[src/rtl/serpent_pkg.sv]
// Shared definitions for the iterative Serpent encryption sequencer.
// Holds the FSM state encoding and the block/round/index geometry.
package serpent_pkg;

  localparam int SERPENT_ROUNDS = 32;
  localparam int BLOCK_W        = 128;
  localparam int IDX_W          = 6;

  typedef enum logic [1:0] {
    ST_IDLE  = 2'd0,
    ST_ROUND = 2'd1,
    ST_FINAL = 2'd2,
    ST_DONE  = 2'd3
  } state_e;

endpackage

[src/rtl/serpent_round_ctrl.sv]
// Iterative Serpent sequencer: owns the block state and round counter, mixes one subkey
// per round into the external round function, applies the whitening key and returns ciphertext.
module serpent_round_ctrl
  import serpent_pkg::*;
#(
  parameter int ROUNDS = SERPENT_ROUNDS,
  parameter int IDX_W  = serpent_pkg::IDX_W
) (
  input  logic               i_clk,
  input  logic               i_rst,
  input  logic               i_valid,
  output logic               o_ready,
  input  logic [BLOCK_W-1:0] i_data,
  output logic               o_valid,
  input  logic               i_ready,
  output logic [BLOCK_W-1:0] o_data,
  input  logic               i_flush,
  output logic               o_busy,
  output logic               o_key_req,
  output logic [IDX_W-1:0]   o_key_idx,
  input  logic               i_key_valid,
  input  logic [BLOCK_W-1:0] i_key,
  output logic [BLOCK_W-1:0] o_rf_data,
  output logic [IDX_W-1:0]   o_rf_round,
  input  logic [BLOCK_W-1:0] i_rf_data
);

  localparam logic [IDX_W-1:0] LAST_IDX  = IDX_W'(ROUNDS - 1);
  localparam logic [IDX_W-1:0] FINAL_IDX = IDX_W'(ROUNDS);
  localparam logic [IDX_W-1:0] ONE_IDX   = IDX_W'(1);

  state_e             r_state;
  logic [IDX_W-1:0]   r_cnt;
  logic [BLOCK_W-1:0] r_block;
  logic               r_ready;
  logic               r_valid;
  logic               r_busy;
  logic               r_key_req;
  logic [IDX_W-1:0]   r_key_idx;

  state_e             w_next_state;
  logic [IDX_W-1:0]   w_next_cnt;
  logic [BLOCK_W-1:0] w_next_block;
  logic [IDX_W-1:0]   w_next_key_idx;

  // Next-state, counter and block-state update; flush outranks key and sink handshakes.
  always_comb begin
    w_next_state = r_state;
    w_next_cnt   = r_cnt;
    w_next_block = r_block;
    case (r_state)
      ST_IDLE: begin
        if (i_flush) begin
          w_next_state = ST_IDLE;
        end else if (i_valid) begin
          w_next_block = i_data;
          w_next_cnt   = '0;
          w_next_state = ST_ROUND;
        end else begin
          w_next_state = ST_IDLE;
        end
      end
      ST_ROUND: begin
        if (i_flush) begin
          w_next_state = ST_IDLE;
          w_next_cnt   = '0;
        end else if (i_key_valid) begin
          w_next_block = i_rf_data;
          if (r_cnt == LAST_IDX) begin
            w_next_state = ST_FINAL;
          end else begin
            w_next_cnt = r_cnt + ONE_IDX;
          end
        end else begin
          w_next_state = ST_ROUND;
        end
      end
      ST_FINAL: begin
        if (i_flush) begin
          w_next_state = ST_IDLE;
          w_next_cnt   = '0;
        end else if (i_key_valid) begin
          w_next_block = r_block ^ i_key;
          w_next_state = ST_DONE;
        end else begin
          w_next_state = ST_FINAL;
        end
      end
      ST_DONE: begin
        if (i_flush || i_ready) begin
          w_next_state = ST_IDLE;
          w_next_cnt   = '0;
        end else begin
          w_next_state = ST_DONE;
        end
      end
      default: begin
        w_next_state = ST_IDLE;
        w_next_cnt   = '0;
      end
    endcase
  end

  // Key index presented in the state being entered: the round number, or the whitening key.
  always_comb begin
    w_next_key_idx = '0;
    case (w_next_state)
      ST_ROUND: w_next_key_idx = w_next_cnt;
      ST_FINAL: w_next_key_idx = FINAL_IDX;
      default:  w_next_key_idx = '0;
    endcase
  end

  // Core state, counter and block register.
  always_ff @(posedge i_clk or posedge i_rst) begin
    if (i_rst) begin
      r_state <= ST_IDLE;
      r_cnt   <= '0;
      r_block <= '0;
    end else begin
      r_state <= w_next_state;
      r_cnt   <= w_next_cnt;
      r_block <= w_next_block;
    end
  end

  // Handshake and key-request flags are flopped off the next state so no input reaches them combinationally.
  always_ff @(posedge i_clk or posedge i_rst) begin
    if (i_rst) begin
      r_ready   <= 1'b0;
      r_valid   <= 1'b0;
      r_busy    <= 1'b0;
      r_key_req <= 1'b0;
      r_key_idx <= '0;
    end else begin
      r_ready   <= (w_next_state == ST_IDLE);
      r_valid   <= (w_next_state == ST_DONE);
      r_busy    <= (w_next_state != ST_IDLE);
      r_key_req <= (w_next_state == ST_ROUND) || (w_next_state == ST_FINAL);
      r_key_idx <= w_next_key_idx;
    end
  end

  assign o_ready    = r_ready;
  assign o_valid    = r_valid;
  assign o_busy     = r_busy;
  assign o_key_req  = r_key_req;
  assign o_key_idx  = r_key_idx;
  assign o_data     = r_block;
  assign o_rf_round = r_cnt;
  // Only combinational path: valid whenever i_key carries the requested subkey.
  assign o_rf_data  = r_block ^ i_key;

endmodule

[config.mk]
export PLATFORM = sky130hd
export DESIGN_NAME = serpent_round_ctrl
export DESIGN_NICKNAME = d
export VERILOG_FILES = /design/src/rtl/serpent_pkg.sv /design/src/rtl/serpent_round_ctrl.sv
export SDC_FILE = /design/constraint.sdc
export NUM_CORES = 1
export LEC_CHECK = 0
export BUFFER_PORTS_ARGS = -buffer_cell sky130_fd_sc_hd__buf_2
export CAP_MARGIN = 10
export CORE_AREA = 10 10 252 254
export CTS_CLUSTER_SIZE = 25
export DETAILED_ROUTE_END_ITERATION = 12
export DIE_AREA = 0 0 262 264
export SLEW_MARGIN = 15
export SYNTH_ARGS = -nofsm -noshare
export SYNTH_HDL_FRONTEND = slang
export SYNTH_SLANG_ARGS = --single-unit
[constraint.sdc]
create_clock -name i_clk -period 6 [get_ports i_clk]
set_input_delay 0.3 -clock i_clk [delete_from_list [all_inputs] [get_ports i_clk]]
set_output_delay 0.3 -clock i_clk [all_outputs]
set_load 0.1 [all_outputs]
==> metrics.csv <==
metric;value;unit
status;finished, final reports clean;
num_vias;10800;
yosys_most_used_dff;sky130_fd_sc_hd__dfrtp_1;
critPathCapture;o_data[55];
timing.hold.worst.class;in2reg;
fmax;0.348;GHz
compound_gate_fraction_of_synth_area;19.6;%
rrSetupSlack;3120;ps
timing.final.hold_violations;0;
synth_area_per_cell;7.70;sq um
worstReg2RegStart;r_state[1];
place.port_buffers;661;
max_clock_buf_depth;2;
synth_top_family_by_area;simple AND/OR/NAND/NOR gates;
dr.first_iter.drc_count;802;
r2r-end;o_data[55];
finalNetCount;2223;
synth-seq-area-share;38.8;%
required;6300;ps
design.portCount;662;
worst_setup_path_start_kind;flip-flop;
layout.cells.most_common_list;661 x sky130_fd_sc_hd__buf_2, 391 x sky130_fd_sc_hd__nand2_1, 146 x sky130_fd_sc_hd__dfrtp_1, 136 x sky130_fd_sc_hd__a21oi_1, 133 x sky130_fd_sc_hd__nor2_1;
antenna_found_initial;10;
crit_path_start;r_state[1];
grt_pass1_vias;10800;
synthAdderAreaFrac;1.20;%
setup_violations;0;
floorplan.die_area;69200;sq um
drt-vias-per-instance;4.14;
crit_fanout;118;
syn_to_final_growth;48.0;%
place_hpwl;36.0;mm
netlist_area;9420;sq um
global_route.overflow_total;0;
firstDrtPassIters;7;
fp-row-count;89;
route.final.wire_length;45.1;mm
arrival;3170;ps
fillCellCount;6540;
grt_first_pass_wirelength;65.3;mm
synth_enable_flop_cells;0;
ys_ff_latch;146;
htree_num_levels;4;
cts_inserted_buffers;17;
clock-sinks;146;
fraction_of_the_mapped_netlist_area_in_simple_logic_gates;22.8;%
core_region_area;58500;sq um
worstRegToRegCells;7;
grt_setup_unrepaired;false;
clk_pin_slew_worst_paths;70;ps
worstMarginPinSlew;900;ps
fin_tns_setup;0;ps
postRouteAntennaNets;0;
postSynthCellCount;1224;
die_w;262;um
chipHeight;264;um
post_route_cells_drive_above_1_share;38.5;%
layout_commonest_cell;sky130_fd_sc_hd__buf_2;
min_period;2880;ps
final.setup_skew;6.29;ps
maxCapViolCount;0;
setup.worst_path.end_class;flip-flop;
synth-xor-area-share;11.9;%
relative_slew_slack;40.0;%
cts_tree;built;
post-route-period-util;47.9;%
root_buffer;sky130_fd_sc_hd__clkbuf_16;
route.detailed.wl_per_inst;17.3;um
initial_utilization;16.1;%
yosysWarningCount;0;
clock_latency;460;ps
netlist-cell-type-count;40;
mappedNetlistNets;1623;
drcViolationCount;0;
grt_usage;12.2;%
synth_mux_area_share;0;%
synth-async-reset-ratio;100;%
routabilityCongestion;0.837;
crit_type;reg2reg;
maximum_number_of_pins_on_one_net_before_global_route_repair;137;
drv_slew;0;
-- worst max-delay path, cell delays in order, from the launching register on --
cell,delay (ps)
sky130_fd_sc_hd__dfrtp_1,400
sky130_fd_sc_hd__inv_1,130
sky130_fd_sc_hd__ha_4,190
sky130_fd_sc_hd__buf_4,380
sky130_fd_sc_hd__or3_1,500
sky130_fd_sc_hd__o2111ai_4,160
sky130_fd_sc_hd__buf_6,600
sky130_fd_sc_hd__o31ai_1,190
-- synthesized netlist by cell type (3+ instances only) --
library cell | count | area share (%)
sky130_fd_sc_hd__a21oi_1 | 136 | 7.2
sky130_fd_sc_hd__buf_2 | 20 | 1.1
sky130_fd_sc_hd__xor2_1 | 128 | 12
sky130_fd_sc_hd__inv_1 | 7 | 0.28
sky130_fd_sc_hd__nor2_1 | 133 | 5.3
sky130_fd_sc_hd__dfrtp_1 | 146 | 39
sky130_fd_sc_hd__buf_4 | 18 | 1.4
sky130_fd_sc_hd__nand4_1 | 4 | 0.27
sky130_fd_sc_hd__nand3_1 | 5 | 0.27
sky130_fd_sc_hd__or3_1 | 3 | 0.20
sky130_fd_sc_hd__nand2b_1 | 4 | 0.27
sky130_fd_sc_hd__a21o_1 | 3 | 0.24
sky130_fd_sc_hd__clkbuf_1 | 42 | 1.7
sky130_fd_sc_hd__o31ai_1 | 129 | 10
sky130_fd_sc_hd__a31oi_1 | 4 | 0.27
sky130_fd_sc_hd__o21ai_0 | 5 | 0.27
sky130_fd_sc_hd__ha_1 | 9 | 1.2
sky130_fd_sc_hd__nand2_1 | 391 | 16
sky130_fd_sc_hd__buf_6 | 10 | 1.2
-- area by class of cell --
type | count | area [sq um] | share of cell area (%)
clock inverter | 11 | 104 | 0.745
antenna | 4 | 10.0 | 0.0718
clock buffer | 21 | 460 | 3.30
timing repair buffer | 672 | 3430 | 24.6
multi-input combinational | 980 | 5280 | 37.9
inverter | 7 | 31.3 | 0.224
tap | 773 | 967 | 6.94
sequential | 146 | 3650 | 26.2
-- flip-flops by register name, indices dropped and copies added, names as in the netlist --
signal and count:
o_data 128, o_key_req 1, o_ready 1, o_rf_round 6, o_valid 1, o_key_idx 6
r_state 2, o_busy 1
-- metal layers --
layer | part of all wire [%] | vias to the layer above | track usage, % | wire length [um]
li1 | - | 5294 | - | -
met1 | 41 | 4984 | 14.1 | 18400
met2 | 48 | 482 | 20.4 | 21500
met3 | 8.7 | 60 | 3.66 | 3910
met4 | 2.8 | 6 | 5.59 | 1250
met5 | 0.093 | - | 0 | 42
-- cells by family (layout without fill, tap and decap cells) --
logic type                 after synthesis  count (layout)
AOI/OAI and AO/OA                      291             291
xor gates and xnor gates               128             128
other                                    0               4
DFF                                    146             146
buffers and inverters                   98             711
and+or+nand+nor                        552             552
adders and majority gates                9               9
-- repair_timing --
item,CTS,global route
hold buffers,1,0
gates resized for setup,0,0
hold endpoints to repair,39,0
buffers inserted,0,0
-- worst min-delay path by stage --
stage                from    endpoint  slack [ps]  depth (start not counted)
2_1_floorplan   i_data[0]   o_data[0]         480                          2
3_3_place_gp        i_rst  o_data[76]         490                          2
3_5_place_dp        i_rst  o_data[75]         500                          2
4_1_cts        i_data[20]  o_data[20]          50                          3
5_1_grt        i_data[37]  o_data[37]          80                          3
6_report       i_data[20]  o_data[20]         110                          3
-- metrics by stage --
stage | cell area (sq um) | cells | util, % | setup slack, ps | hold slack [ps]
after CTS | 13900 | 2610 | 23.8 | 2840 | 52.9
after global placement | 13400 | 2577 | 22.8 | 2940 | 493
after global routing | 13900 | 2613 | 23.8 | 2900 | 79.0
final | 13900 | 2614 | 23.8 | 3120 | 111
after detailed placement | 13400 | 2577 | 22.8 | 2860 | 504
after floorplan | 9420 | 1224 | - | 1780 | 478
Power is left out: the tool's default activity adds up to more than one toggle a clock period on the data nets, which glitch-free logic cannot reach.
